<file path="src/rtl/snake_pkg.sv">
// Shared definitions for the snake game: direction codes, master-state code,
// scheduler states and the speed/period helpers.
package snake_pkg;

  typedef enum logic [1:0] {
    DIR_UP    = 2'b00,
    DIR_RIGHT = 2'b01,
    DIR_DOWN  = 2'b10,
    DIR_LEFT  = 2'b11
  } dir_t;

  typedef enum logic {
    SCHED_IDLE = 1'b0,
    SCHED_RUN  = 1'b1
  } sched_state_t;

  localparam logic [1:0]  MSM_PLAY   = 2'b01;
  localparam int unsigned PERIOD_MIN = 4;

  // Opposite direction differs only in the MSB of the code.
  function automatic dir_t reverse_dir(input dir_t d);
    return dir_t'(d ^ 2'b10);
  endfunction

  // min(score >> 2, 7)
  function automatic logic [2:0] speed_level(input logic [7:0] score);
    return (score[7:5] != 3'd0) ? 3'd7 : score[4:2];
  endfunction

  // Signed 64-bit math so a large STEP never wraps below the floor.
  function automatic longint period_for(input longint base, input longint step,
                                        input logic [2:0] lvl);
    longint p;
    p = base - step * longint'(lvl);
    return (p < longint'(PERIOD_MIN)) ? longint'(PERIOD_MIN) : p;
  endfunction

endpackage

</file>
<file path="src/rtl/btn_debounce.sv">
// Two-flop synchronizer plus debounce filter for one raw push button;
// emits a one-cycle press pulse on each rising edge of the filtered level.
module btn_debounce #(
  parameter int unsigned DEBOUNCE_CYCLES = 1_000_000
) (
  input  logic clk,
  input  logic rst,
  input  logic btn,
  output logic press
);

  localparam int unsigned CNT_W = (DEBOUNCE_CYCLES > 1) ? $clog2(DEBOUNCE_CYCLES) : 1;
  localparam logic [CNT_W-1:0] CNT_LAST = CNT_W'(DEBOUNCE_CYCLES - 1);

  logic             sync_q1;
  logic             sync_q2;
  logic             level;
  logic [CNT_W-1:0] cnt;

  // cnt counts consecutive samples that disagree with the filtered level.
  always_ff @(posedge clk or posedge rst) begin
    if (rst) begin
      sync_q1 <= 1'b0;
      sync_q2 <= 1'b0;
      level   <= 1'b0;
      cnt     <= '0;
      press   <= 1'b0;
    end else begin
      sync_q1 <= btn;
      sync_q2 <= sync_q1;
      press   <= 1'b0;
      if (sync_q2 == level) begin
        cnt <= '0;
      end else if (cnt == CNT_LAST) begin
        level <= sync_q2;
        cnt   <= '0;
        press <= sync_q2;
      end else begin
        cnt <= cnt + 1'b1;
      end
    end
  end

endmodule

</file>
<file path="src/rtl/move_scheduler.sv">
// Snake move scheduler: debounced direction buttons feed a 2-entry queue,
// a score-dependent down-counter issues MOVE_EN and pops the next direction.
module move_scheduler
  import snake_pkg::*;
#(
  parameter int unsigned BASE_PERIOD     = 10_000_000,
  parameter int unsigned STEP_PERIOD     = 1_000_000,
  parameter int unsigned DEBOUNCE_CYCLES = 1_000_000
) (
  input  logic       CLK,
  input  logic       RESET,
  input  logic [1:0] MSM_state,
  input  logic       BTNU,
  input  logic       BTNR,
  input  logic       BTND,
  input  logic       BTNL,
  input  logic [7:0] SCORE,
  output logic       MOVE_EN,
  output logic [1:0] DIR,
  output logic [2:0] SPEED_LEVEL,
  output logic [1:0] QUEUE_CNT
);

  localparam int unsigned PERIOD_CAP = (BASE_PERIOD > PERIOD_MIN) ? BASE_PERIOD : PERIOD_MIN;
  localparam int unsigned CNT_W      = $clog2(PERIOD_CAP);

  sched_state_t     state;
  logic [CNT_W-1:0] tick_cnt;
  dir_t             dir_q;
  dir_t             fifo_0;
  dir_t             fifo_1;
  logic [1:0]       q_cnt;

  logic [3:0]       press;
  logic [2:0]       lvl_now;
  logic [CNT_W-1:0] reload_val;
  logic             evt_valid;
  dir_t             evt_dir;
  dir_t             ref_dir;
  logic             in_play;
  logic             tick;
  logic             push;
  logic             pop;

  // press bit index equals the direction code it requests
  btn_debounce #(.DEBOUNCE_CYCLES(DEBOUNCE_CYCLES)) u_db_up    (.clk(CLK), .rst(RESET), .btn(BTNU), .press(press[0]));
  btn_debounce #(.DEBOUNCE_CYCLES(DEBOUNCE_CYCLES)) u_db_right (.clk(CLK), .rst(RESET), .btn(BTNR), .press(press[1]));
  btn_debounce #(.DEBOUNCE_CYCLES(DEBOUNCE_CYCLES)) u_db_down  (.clk(CLK), .rst(RESET), .btn(BTND), .press(press[2]));
  btn_debounce #(.DEBOUNCE_CYCLES(DEBOUNCE_CYCLES)) u_db_left  (.clk(CLK), .rst(RESET), .btn(BTNL), .press(press[3]));

  always_comb begin
    lvl_now    = speed_level(SCORE);
    reload_val = CNT_W'(period_for(longint'(BASE_PERIOD), longint'(STEP_PERIOD), lvl_now) - 64'sd1);

    evt_valid = |press;
    if (press[0])      evt_dir = DIR_UP;
    else if (press[1]) evt_dir = DIR_RIGHT;
    else if (press[2]) evt_dir = DIR_DOWN;
    else               evt_dir = DIR_LEFT;

    // Reference is the pre-pop tail, so a simultaneous pop never changes the verdict.
    if (q_cnt == 2'd2)      ref_dir = fifo_1;
    else if (q_cnt == 2'd1) ref_dir = fifo_0;
    else                    ref_dir = dir_q;

    in_play = (state == SCHED_RUN) && (MSM_state == MSM_PLAY);
    tick    = in_play && (tick_cnt == '0);
    pop     = tick && (q_cnt != 2'd0);
    push    = in_play && evt_valid && (q_cnt != 2'd2) &&
              (evt_dir != ref_dir) && (evt_dir != reverse_dir(ref_dir));
  end

  always_ff @(posedge CLK or posedge RESET) begin
    if (RESET) begin
      state       <= SCHED_IDLE;
      tick_cnt    <= '0;
      MOVE_EN     <= 1'b0;
      dir_q       <= DIR_RIGHT;
      SPEED_LEVEL <= 3'd0;
      q_cnt       <= 2'd0;
      fifo_0      <= DIR_UP;
      fifo_1      <= DIR_UP;
    end else begin
      MOVE_EN <= 1'b0;
      if (state == SCHED_IDLE) begin
        tick_cnt <= '0;
        q_cnt    <= 2'd0;
        dir_q    <= DIR_RIGHT;
        if (MSM_state == MSM_PLAY) begin
          state       <= SCHED_RUN;
          tick_cnt    <= reload_val;
          SPEED_LEVEL <= lvl_now;
        end
      end else if (MSM_state != MSM_PLAY) begin
        state    <= SCHED_IDLE;
        tick_cnt <= '0;
        q_cnt    <= 2'd0;
        dir_q    <= DIR_RIGHT;
      end else begin
        if (tick) begin
          tick_cnt    <= reload_val;
          SPEED_LEVEL <= lvl_now;
          MOVE_EN     <= 1'b1;
          if (pop) dir_q <= fifo_0;
        end else begin
          tick_cnt <= tick_cnt - 1'b1;
        end

        case ({push, pop})
          2'b10: begin
            if (q_cnt == 2'd0) fifo_0 <= evt_dir;
            else               fifo_1 <= evt_dir;
            q_cnt <= q_cnt + 2'd1;
          end
          2'b01: begin
            fifo_0 <= fifo_1;
            q_cnt  <= q_cnt - 2'd1;
          end
          // push needs room and pop needs an entry, so here exactly one entry is held
          2'b11: fifo_0 <= evt_dir;
          default: ;
        endcase
      end
    end
  end

  assign DIR       = dir_q;
  assign QUEUE_CNT = q_cnt;

endmodule

</file>
<file path="config.mk">
export PLATFORM = sky130hd
export DESIGN_NAME = move_scheduler
export DESIGN_NICKNAME = d
export VERILOG_FILES = /design/src/rtl/snake_pkg.sv /design/src/rtl/btn_debounce.sv /design/src/rtl/move_scheduler.sv
export SDC_FILE = /design/constraint.sdc
export NUM_CORES = 1
export LEC_CHECK = 0
export BUFFER_PORTS_ARGS = -buffer_cell sky130_fd_sc_hd__buf_2
export CORE_MARGIN = 1.5
export CORE_UTILIZATION = 60
export DETAILED_ROUTE_END_ITERATION = 12
export PLACE_DENSITY = 0.77
export SYNTH_ARGS = -nofsm -noshare
export SYNTH_HDL_FRONTEND = slang
export SYNTH_HIERARCHICAL = 1
export SYNTH_SLANG_ARGS = --single-unit
</file>
<file path="constraint.sdc">
create_clock -name CLK -period 4.3 [get_ports CLK]
set_input_delay 0.215 -clock CLK [delete_from_list [all_inputs] [get_ports CLK]]
set_output_delay 0.215 -clock CLK [all_outputs]
set_load 0.03 [all_outputs]
</file>
=== Word level (Yosys, flattened, before mapping) ===
Index checks and enable logic that the tools add are counted.
Widths: inputs -> output; s select.

* Register bits: 133
* Input bits: 16

* $add $sub $neg: 9
* Multiply operators: 1
* Order comparisons: 1
* Eq/ne operators: 24
* Mux-type cells: 46
* Bitwise gates (word level): 7
* Reductions and logical operators: 22

{| class="wikitable"
|+ Operators with widths
! kind !! count
|-
| $mux 20 || 8
|-
| $mux 24 || 5
|-
| $add 20x1->20 const B || 4
|-
| $eq 20x20->1 const B || 4
|-
| $lt 25x4->1 const B || 1
|-
| $sub 24x23->25 const A || 1
|-
| $logic_not 24->1 || 1
|-
| $sub 24x1->24 const B || 1
|-
| $sub 24x2->24 const B || 1
|-
| $mux 2 || 11
|-
| $mul 14x3->17 const A || 1
|-
| $mux 1 || 15
|-
| $mux 3 || 5
|-
| $reduce_and 2->1 || 5
|-
| $reduce_and 4->1 || 2
|-
| $logic_and 1x1->1 || 7
|-
| $not 1->1 || 7
|-
| $eq 2x1->1 const B || 3
|-
| $eq 2x2->1 const B || 3
|-
| $ne 2x2->1 const B || 3
|-
| $ne 3x1->1 const B || 2
|-
| $pmux 2 s3 || 1
|-
| $reduce_bool 3->1 || 2
|-
| $eq 1x1->1 || 4
|-
| other kinds (10) || 13
|}

=== Logic depth before layout (Yosys ltp) ===
Gate-level depths: netlist (run 1).

* Depth after elaboration: 10
* Gate-level depth with buffers: 12
* Gate-level depth less buffers: 11

=== By module ===
The synthesis (run 1) kept the hierarchy.

{| class="wikitable"
|+ Modules (own cells, without submodules)
! module !! instances !! cells each !! area an instance (µm²) !! seq. area each (µm²)
|-
| btn_debounce at u_db_down ... || 3 || 108 || 1188.6 || 600.6
|-
| move_scheduler || 1 || 285 || 2622.5 || 927.1
|-
| btn_debounce at u_db_up || 1 || 110 || 1146.1 || 600.6
|}

=== Least setup slack after synthesis (run 1) ===
Ideal clock, no wire load.

* Path kind: input-to-reg
* From: input port SCORE[6]
* To: register tick_cnt[19]
* Library setup time: 0.125 ns
* Arrival: 3.085 ns
* Required time: 4.175 ns
* Slack: 1.090 ns
* Cell stages on the path: 10
* Buffers on the path: 0
* Cells stage by stage: nor4_2 > inv_1 > fa_1 > inv_1 > fa_1 > nor3_1 > o21ai_0 > xnor2_1 > o31ai_1 > nor2_1

* Longest elaborated chain between the ends: 10
* Elaborated cells between the ends (all ways): 11
* Those cells by class: 2 x add/sub; 1 x mul; 1 x order compare; 6 x mux; 1 x reduce/logical

{| class="wikitable"
|+ Ends and longest elaborated chain
! what !! line !! RTL
|-
| start: declaration || move_scheduler.sv:17 || <nowiki>input logic [7:0] SCORE,</nowiki>
|-
| $reduce_bool 3->1 (*) || snake_pkg.sv:27 || <nowiki>return (score[7:5] != 3'd0) ? 3'd7 : score[4:2];</nowiki>
|-
| $mux 3 (*) || snake_pkg.sv:27 ||
|-
| via lvl_now[1] || move_scheduler.sv:35 || <nowiki>logic [2:0] lvl_now;</nowiki>
|-
| $mul 14x3->17 (*) || snake_pkg.sv:34 || <nowiki>p = base - step * longint'(lvl);</nowiki>
|-
| $sub 24x23->25 (*) || snake_pkg.sv:34 ||
|-
| $lt 25x4->1 || snake_pkg.sv:35 || <nowiki>return (p < longint'(PERIOD_MIN)) ? longint'(PERIOD_MIN) : p;</nowiki>
|-
| $mux 24 (*) || snake_pkg.sv:35 ||
|-
| $sub 24x2->24 (*) || move_scheduler.sv:53 || <nowiki>reload_val = CNT_W'(period_for(longint'(BASE_PERIOD), longint'(STEP_PERIOD), lvl_now) - 64'sd1);</nowiki>
|-
| $mux 24 || move_scheduler.sv:100 || <nowiki>if (tick) begin</nowiki>
|-
| $mux 24 || move_scheduler.sv:94 || <nowiki>end else if (MSM_state != MSM_PLAY) begin</nowiki>
|-
| $mux 24 (*) || move_scheduler.sv:85 || <nowiki>if (state == SCHED_IDLE) begin</nowiki>
|-
| end signal: assignment || move_scheduler.sv:91 || <nowiki>tick_cnt <= reload_val;</nowiki>
|-
| end signal: assignment || move_scheduler.sv:101 || <nowiki>tick_cnt <= reload_val;</nowiki>
|-
| end signal: assignment || move_scheduler.sv:106 || <nowiki>tick_cnt <= tick_cnt - 1'b1;</nowiki>
|-
| end: declaration || move_scheduler.sv:28 || <nowiki>logic [CNT_W-1:0] tick_cnt;</nowiki>
|}

Mark *: on every way through the listed nets, which the timed path passes. The rest lies on a longest branch.
A chain may end at the register's enable or synchronous reset.

=== Final worst setup path (run 1) ===
* From: register tick_cnt[0]
* To: register fifo_0[1]

* Longest elaborated chain between the ends: 6
* Elaborated cells between the ends (all ways): 10
* Those cells by class: 4 x eq/ne; 1 x mux; 5 x reduce/logical

{| class="wikitable"
|+ Ends and longest elaborated chain
! what !! line !! RTL
|-
| $logic_not 24->1 (*) || move_scheduler.sv:67 || <nowiki>tick = in_play && (tick_cnt == '0);</nowiki>
|-
| $logic_and 1x1->1 (*) || move_scheduler.sv:67 ||
|-
| $logic_and 1x1->1 (*) || move_scheduler.sv:68 || <nowiki>pop = tick && (q_cnt != 2'd0);</nowiki>
|-
| $eq 2x2->1 or $eq 2x1->1 (tied branches) || move_scheduler.sv:109 || <nowiki>case ({push, pop})</nowiki>
|-
| $ne 2x2->1 (no line) or $reduce_bool 3->1 (tied branches) || n/a ||
|-
| $reduce_and 4->1 (no line) || n/a ||
|-
| end signal: assignment || move_scheduler.sv:111 || <nowiki>if (q_cnt == 2'd0) fifo_0 <= evt_dir;</nowiki>
|-
| end signal: assignment || move_scheduler.sv:116 || <nowiki>fifo_0 <= fifo_1;</nowiki>
|-
| end signal: assignment || move_scheduler.sv:120 || <nowiki>2'b11: fifo_0 <= evt_dir;</nowiki>
|-
| end: declaration || move_scheduler.sv:30 || <nowiki>dir_t fifo_0;</nowiki>
|}

Mark *: on every way between the ends. The rest lies on a longest branch, timed or not.

==> impl_metrics.tcl, run 1 <==
set metrics [dict create \
    tritoncts "yes" \
    hold_ws_ns 0.316 \
    crit_chain "inv_1 -> ha_1 -> nor3b_1 -> nand3b_1 -> or4_1 -> or3_1 -> ha_1 -> nor2b_1 -> nor3_1 -> nor2_1 -> a21oi_1" \
    layout.nets 796 \
    cpPeakStageDelay_ns 0.59 \
    rsz0062_at_grt "false" \
    drtAntennaViolNets 0 \
    pwr_density_cell_nw_per_um2 373 \
    setup_tns_ns 0 \
    row_count 40 \
    cts-root-buf "clkbuf_16" \
    cts-htree-levels 4 \
    portBuffers 21 \
    synth_top_family_by_area "simple AND/OR/NAND/NOR gates" \
    synth_compound_area_share_pct 10.1 \
    synth_cell_types 57 \
    wl_met2_um 7400 \
    async_flop_share_pct 100 \
    drt_iter0_markers 452 \
    grt_pass1_vias 5590 \
    synth_xor_area_share_pct 10.9 \
    startpoint_type "flip-flop" \
    hold_viol 0 \
    post_cts_buffers 0 \
    cts_buffer_depth 2 \
    outcome "finished clean" \
    dieArea_um2 12900 \
    clkTransAtPathRegs_ns 0.06 \
    cp.arrival_ns 3.80 \
    yosys.area_share.simple_pct 24.3 \
    start_util_pct 61.3 \
    syn-instance-count 719 \
    post-route-period-util_pct 80.3 \
    finalMaxSlewViolations 0 \
    hold_path.class "in2reg" \
    gp_congestion 0.830 \
    io_pins 24 \
    setup_violations 0 \
    ctsResizeCount 0 \
    overflow 0 \
    min_period_ns 3.45 \
    grt_max_degree 38 \
    synthAdderAreaFrac_pct 4.91 \
    crit_slowest_cell "or4_1" \
    avgRoutedWirePerCell_um 16.3 \
    critPathMostFrequentCell "ha_1" \
    drc 0 \
    ys_warn_count 6 \
    worstMarginPinSlew_ns 0.979 \
    dp_hpwl_um 10100 \
    cts_made_buffers 17 \
    die_height_um 114 \
    wl_met1_um 6640 \
    core_area_um2 12000 \
    syn-num-nets 762 \
    cap_violations 0 \
    via_per_inst 6.09 \
    leakage_nw 3.47 \
    syn_avg_cell_area_um2 10.2 \
    critical_path_required_ns 4.64 \
    path_max_fanout 8 \
    cp-end-kind "flip-flop" \
    grt_antenna_before_repair 0 \
    synth-seq-cells 133 \
    skew_ns 0.00542 \
    max_slew_margin_pct 34.5 \
    path_class "reg2reg" \
    die_w_um 114 \
    synth_edf_count 0 \
    vias 5561 \
    fmaxAchievable_mhz 290 \
    grt_first_pass_wirelength_um 25900 \
    num_antenna_cells 0 \
    synthToLayoutAreaGrowth_pct 12.7 \
    synth_flop_cell "dfrtp_1" \
    synth_seq_area_share_pct 45.4 \
    clk_latency_ns 0.43 \
    synthesis.area_um2 7330 \
    drive_gt1_share_pct 13.4 \
    wl_met3_um 472 \
    synthMuxAreaShare_pct 2.03 \
    highest_layer "met4" \
    irDropWorstVdd_uv 292 \
    firstDrtPassIters 5 \
    routed_wl_um 14900 \
    numClockSinks 133 \
    grt_usage_pct 25.0 \
]
==> final timing paths <==
check | from | slack (ns) | end | depth (start not counted)
min in group asynchronous | RESET | 0.51 | fifo_1[1] | 4
worst min-delay path | SCORE[3] | 0.32 | SPEED_LEVEL[1] | 4
worst max register to register | tick_cnt[0] | 0.85 | fifo_0[1] | 11
max in group asynchronous | RESET | 3.13 | u_db_left/cnt[14] | 3
worst min register to register | u_db_down/sync_q1 | 0.36 | u_db_down/sync_q2 | 0
worst max-delay path | tick_cnt[0] | 0.85 | fifo_0[1] | 11
==> final cells by class <==
type,instances,area [µm²]
multi-input combinational,543,3830
fill,868,3700
sequential,133,3330
clock buffer,19,453
tap,147,184
clock inverter,13,180
timing repair buffer,29,178
inverter,29,109
==> cell usage after synthesis (all sizes together) (2+ instances only) <==
| master | n | area [µm²] |
|---|---|---|
| fa | 3 | 60.1 |
| ha | 24 | 300 |
| or3 | 14 | 109 |
| or4 | 27 | 225 |
| and3 | 14 | 87.6 |
| buf | 8 | 47.5 |
| o22ai | 10 | 68.8 |
| o31ai | 16 | 120 |
| nor4bb | 3 | 30.0 |
| o32ai | 2 | 17.5 |
| o41ai | 4 | 110 |
| a21o | 2 | 15.0 |
| a31oi | 3 | 18.8 |
| a211oi | 5 | 37.5 |
| mux2 | 6 | 78.8 |
| nor2b | 2 | 12.5 |
| a21oi | 43 | 215 |
| nand4 | 17 | 150 |
| nand2b | 6 | 37.5 |
| nor3b | 5 | 37.5 |
| mux2i | 7 | 70.1 |
| dfrtp | 132 | 3300 |
| nand2 | 44 | 165 |
| xor2 | 41 | 359 |
| and4 | 8 | 70.1 |
| nor4 | 18 | 156 |
| o21ai | 15 | 75.1 |
| nand3 | 30 | 180 |
| nand4bb | 3 | 33.8 |
| inv | 29 | 109 |
| nor3 | 18 | 90.1 |
| or2 | 6 | 37.5 |
| xnor2 | 50 | 438 |
| nor2 | 87 | 327 |
| clkbuf | 6 | 22.5 |
==> registers in the layout, summed over array words and instances (netlist names), 2 cells and up <==
signal,cells
u_db_right/cnt,20
QUEUE_CNT,2
tick_cnt,24
fifo_0,2
fifo_1,2
u_db_left/cnt,20
SPEED_LEVEL,3
u_db_down/cnt,20
u_db_up/cnt,20
DIR,2
==> layer usage <==
metal / track usage [%] / vias to the layer above
met5: 0 / -
met3: 5.10 / 29
met1: 32.7 / 2765
li1: - / 2655
met2: 40.7 / 112
met4: 11.1 / 0
==> placed cells by master, fill, tap and decap left out, types with 4 or more instances in the layout <==
cell | netlist | routed
or3_4 | 4 | 4
inv_1 | 29 | 29
o41ai_4 | 4 | 4
nor2_1 | 87 | 87
xor2_1 | 41 | 41
and3_1 | 14 | 14
o31ai_1 | 16 | 16
o22ai_1 | 9 | 9
buf_2 | 5 | 21
bufinv_16 | 0 | 4
nand4_2 | 7 | 7
nand4_1 | 10 | 10
a21oi_1 | 43 | 43
nand2_1 | 44 | 44
nor3_1 | 18 | 18
or4_1 | 21 | 21
nor4_2 | 7 | 8
dfrtp_1 | 132 | 132
nor3b_1 | 5 | 5
dlygate4sd3_1 | 0 | 5
nor4_1 | 11 | 10
nand3_1 | 24 | 24
a211oi_1 | 5 | 5
or4_4 | 6 | 6
or3_1 | 9 | 9
clkbuf_16 | 0 | 17
xnor2_1 | 50 | 50
nand3_2 | 6 | 6
and4_1 | 8 | 8
mux2i_1 | 7 | 7
clkinv_2 | 0 | 4
nand2b_1 | 6 | 6
o21ai_0 | 15 | 15
ha_1 | 24 | 24
==> worst max-delay path, delay by kind of cell (launching register included) <==
| family | cells | cell delay (ns) |
|---|---|---|
| AOI/OAI and AO/OA | 1 | 0.16 |
| adders and majority gates | 2 | 0.38 |
| buffers and inverters | 1 | 0.07 |
| DFF | 1 | 0.41 |
| and+or+nand+nor | 7 | 2.34 |
==> report_power, final <==
| group | total [mW] | leakage, nW | switching (mW) | internal [mW] |
|---|---|---|---|---|
| clock network | 1.54 | 0.305 | 0.544 | 0.996 |
| registers | 1.31 | 1.80 | 0.0272 | 1.28 |
| logic | 0.236 | 1.36 | 0.148 | 0.0885 |
==> what timing repair did <==
item | 4_1_cts | 5_1_grt
hold buffers | 5 | 0
hold endpoints to repair | 40 | 0
endpoints found under the setup margin | 0 | 0
==> cells by family after synthesis <==
logic type                 Yosys count
xor gates and xnor gates            91
adders and majority gates           27
DFF                                133
AOI/OAI and AO/OA                  107
and+or+nand+nor                    305
muxes                               13
buffers and inverters               43
==> stage by stage <==
| stage | cell area (µm²) | utilization (%) | std cells | setup slack, ns | total power [mW] |
|---|---|---|---|---|---|
| global route | 8270 | 69.1 | 913 | 0.644 | 3.19 |
| floorplan | 7330 | - | 719 | 1.09 | 1.50 |
| global placement | 7580 | 63.4 | 876 | 1.02 | 1.55 |
| CTS | 8270 | 69.1 | 913 | 0.853 | 3.11 |
| detailed placement | 7580 | 63.4 | 876 | 0.937 | 1.56 |
| finish | 8270 | 69.1 | 913 | 0.846 | 3.09 |
(Power assumes the default switching activity.)
==> run 2, diff against run 1 <==
- ABC_AREA: default -> 1
- clock period: 4.3 -> 3.25 ns (I/O delays scaled with it)
==> impl_metrics.tcl, run 2 <==
set metrics [dict create \
    rsz0062_at_grt "false" \
    vias 6698 \
    fmaxAchievable_mhz 399 \
    dp_hpwl_um 12200 \
    max_slew_margin_pct 37.3 \
    firstDrtPassIters 5 \
    portBuffers 21 \
    layout.nets 1151 \
    synth-seq-cells 133 \
    synth_cell_types 39 \
    place_area_um2 8570 \
    drt_iter0_markers 444 \
    syn-instance-count 1060 \
    synthesis.area_um2 8230 \
    clkTransAtPathRegs_ns 0.06 \
    grt_max_degree 38 \
    synth_seq_area_share_pct 40.4 \
    post_cts_buffers 0 \
    dieArea_um2 14400 \
    numClockSinks 133 \
    syn_avg_cell_area_um2 7.77 \
    worstMarginPinSlew_ns 0.940 \
    hold_viol 0 \
    path_class "reg2reg" \
    cts_buffer_depth 2 \
    cts_made_buffers 17 \
    largest_reg_flops 24 \
    overflow 0 \
    setup_tns_ns 0 \
    synth.area.top_cells "dfrtp_1 40%, nor2_1 8.8%, nand2_1 8.7%" \
    final_cell_mix "194 x nor2_1, 190 x nand2_1, 132 x dfrtp_1" \
    die_w_um 120 \
    grt_first_pass_wirelength_um 29700 \
    grt_usage_pct 25.6 \
    hold_buffers 6 \
    cp-end-kind "flip-flop" \
    crit_slowest_cell "dfrtp_1" \
    fin_util_pct 69.4 \
    cap_violations 0 \
    finalPower_mw 4.02 \
    skew_ns 0.00916 \
    critPathMostFrequentCell "nand2_1" \
    outcome "finished clean" \
    setup_violations 0 \
    hold_path.class "in2reg" \
    finalMaxSlewViolations 0 \
    core_area_um2 13300 \
    synth_top_cell_by_area "dfrtp_1" \
    leakage_nw 4.29 \
    synth_flop_cell "dfrtp_1" \
    hold_ws_ns 0.0511 \
    path_max_fanout 4 \
    routed_wl_um 16700 \
    grt_pass1_vias 6514 \
    synth_top_cell_area_share_pct 40.1 \
    async_flop_share_pct 100 \
    critical_path_required_ns 3.59 \
    crit_chain "inv_1 -> ha_1 -> inv_1 -> nor2_4 -> nand2_2 -> nor2_4 -> nand3_1 -> nor2_1 -> nand3_1 -> nor2_2 -> nand2_1 -> ha_1 -> nand2_1 -> nand2_1 -> nor2_1 -> o211ai_1 -> o21ai_0" \
    cp.arrival_ns 2.85 \
    gp_congestion 0.935 \
    grt_antenna_before_repair 0 \
    drc 0 \
    drtAntennaViolNets 0 \
    synthToLayoutAreaGrowth_pct 12.0 \
    final_common_cell "nor2_1" \
    top_register "tick_cnt" \
    drive_gt1_share_pct 17.5 \
    post-route-period-util_pct 77.1 \
    synthMostInstantiatedCell "nor2_1" \
    netlist_top_cells_count "194 x nor2_1, 190 x nand2_1, 132 x dfrtp_1" \
    pwr_density_cell_nw_per_um2 436 \
    clk_latency_ns 0.42 \
    via_per_inst 5.17 \
    synth_edf_count 0 \
    row_count 42 \
    design_area_um2 9220 \
    cpPeakStageDelay_ns 0.37 \
    io_pins 24 \
    cts-htree-levels 4 \
    num_antenna_cells 0 \
    startpoint_type "flip-flop" \
    cts-root-buf "clkbuf_16" \
    syn-num-nets 1103 \
    ys_warn_count 6 \
    irDropWorstVdd_uv 396 \
    min_period_ns 2.51 \
    ctsResizeCount 0 \
    tritoncts "yes" \
    die_height_um 120 \
    start_util_pct 61.9 \
    avgRoutedWirePerCell_um 12.9 \
]
==> run 2: report_power, final <==
| group | switching, mW | internal [mW] | leakage (nW) |
|---|---|---|---|
| Combinational | 0.255 | 0.123 | 2.20 |
| Sequential | 0.0299 | 1.70 | 1.79 |
| Clock | 0.726 | 1.19 | 0.292 |
| Total | 1.01 | 3.01 | 4.29 |
==> run 2: cell families after synthesis <==
logic type / count (synthesis) / synth area share, %
AOI/OAI and AO/OA: 73 / 4.98
buffers and inverters: 140 / 6.47
and+or+nand+nor: 619 / 36.1
DFF: 133 / 40.4
xor gates and xnor gates: 66 / 7.38
adders and majority gates: 27 / 4.38
muxes: 2 / 0.258
==> run 2: worst paths after layout <==
kind	cells past startpoint	endpoint	startpoint	slack (ns)
max in group asynchronous	3	u_db_left/cnt[2]	RESET	2.12
worst min register to register	0	u_db_up/sync_q2	u_db_up/sync_q1	0.35
min in group asynchronous	4	fifo_1[0]	RESET	0.46
worst max register to register	17	fifo_0[1]	tick_cnt[0]	0.74
worst max-delay path	17	fifo_0[1]	tick_cnt[0]	0.74
worst min-delay path	3	state	MSM_state[0]	0.05
==> run 2: cell type report <==
type,instances,area (µm²)
clock inverter,11,126
tap,176,220
timing repair buffer,30,188
fill,1097,4070
sequential,133,3330
inverter,139,522
multi-input combinational,787,4370
clock buffer,20,467
==> run 2: critical path, delay by kind of cell, from the launching register on <==
| kind | cells | cell delay, ns |
|---|---|---|
| DFF | 1 | 0.37 |
| buffers and inverters | 2 | 0.17 |
| AOI/OAI and AO/OA | 2 | 0.20 |
| and+or+nand+nor | 11 | 1.29 |
| adders and majority gates | 2 | 0.40 |
==> run 2: per-layer routing <==
metal	vias up	part of all wire, %	GRT usage [%]
met5	-	0	0
met4	0	1.0	7.66
met3	17	2.6	4.71
met2	79	47	40.7
met1	3156	49	35.9
li1	3446	-	-
==> run 2: stage by stage <==
stage	worst slack (ns)	cells
global route	0.476	1296
global placement	0.382	1259
detailed placement	0.348	1259
finish	0.744	1296
floorplan	0.485	1060
CTS	0.722	1296
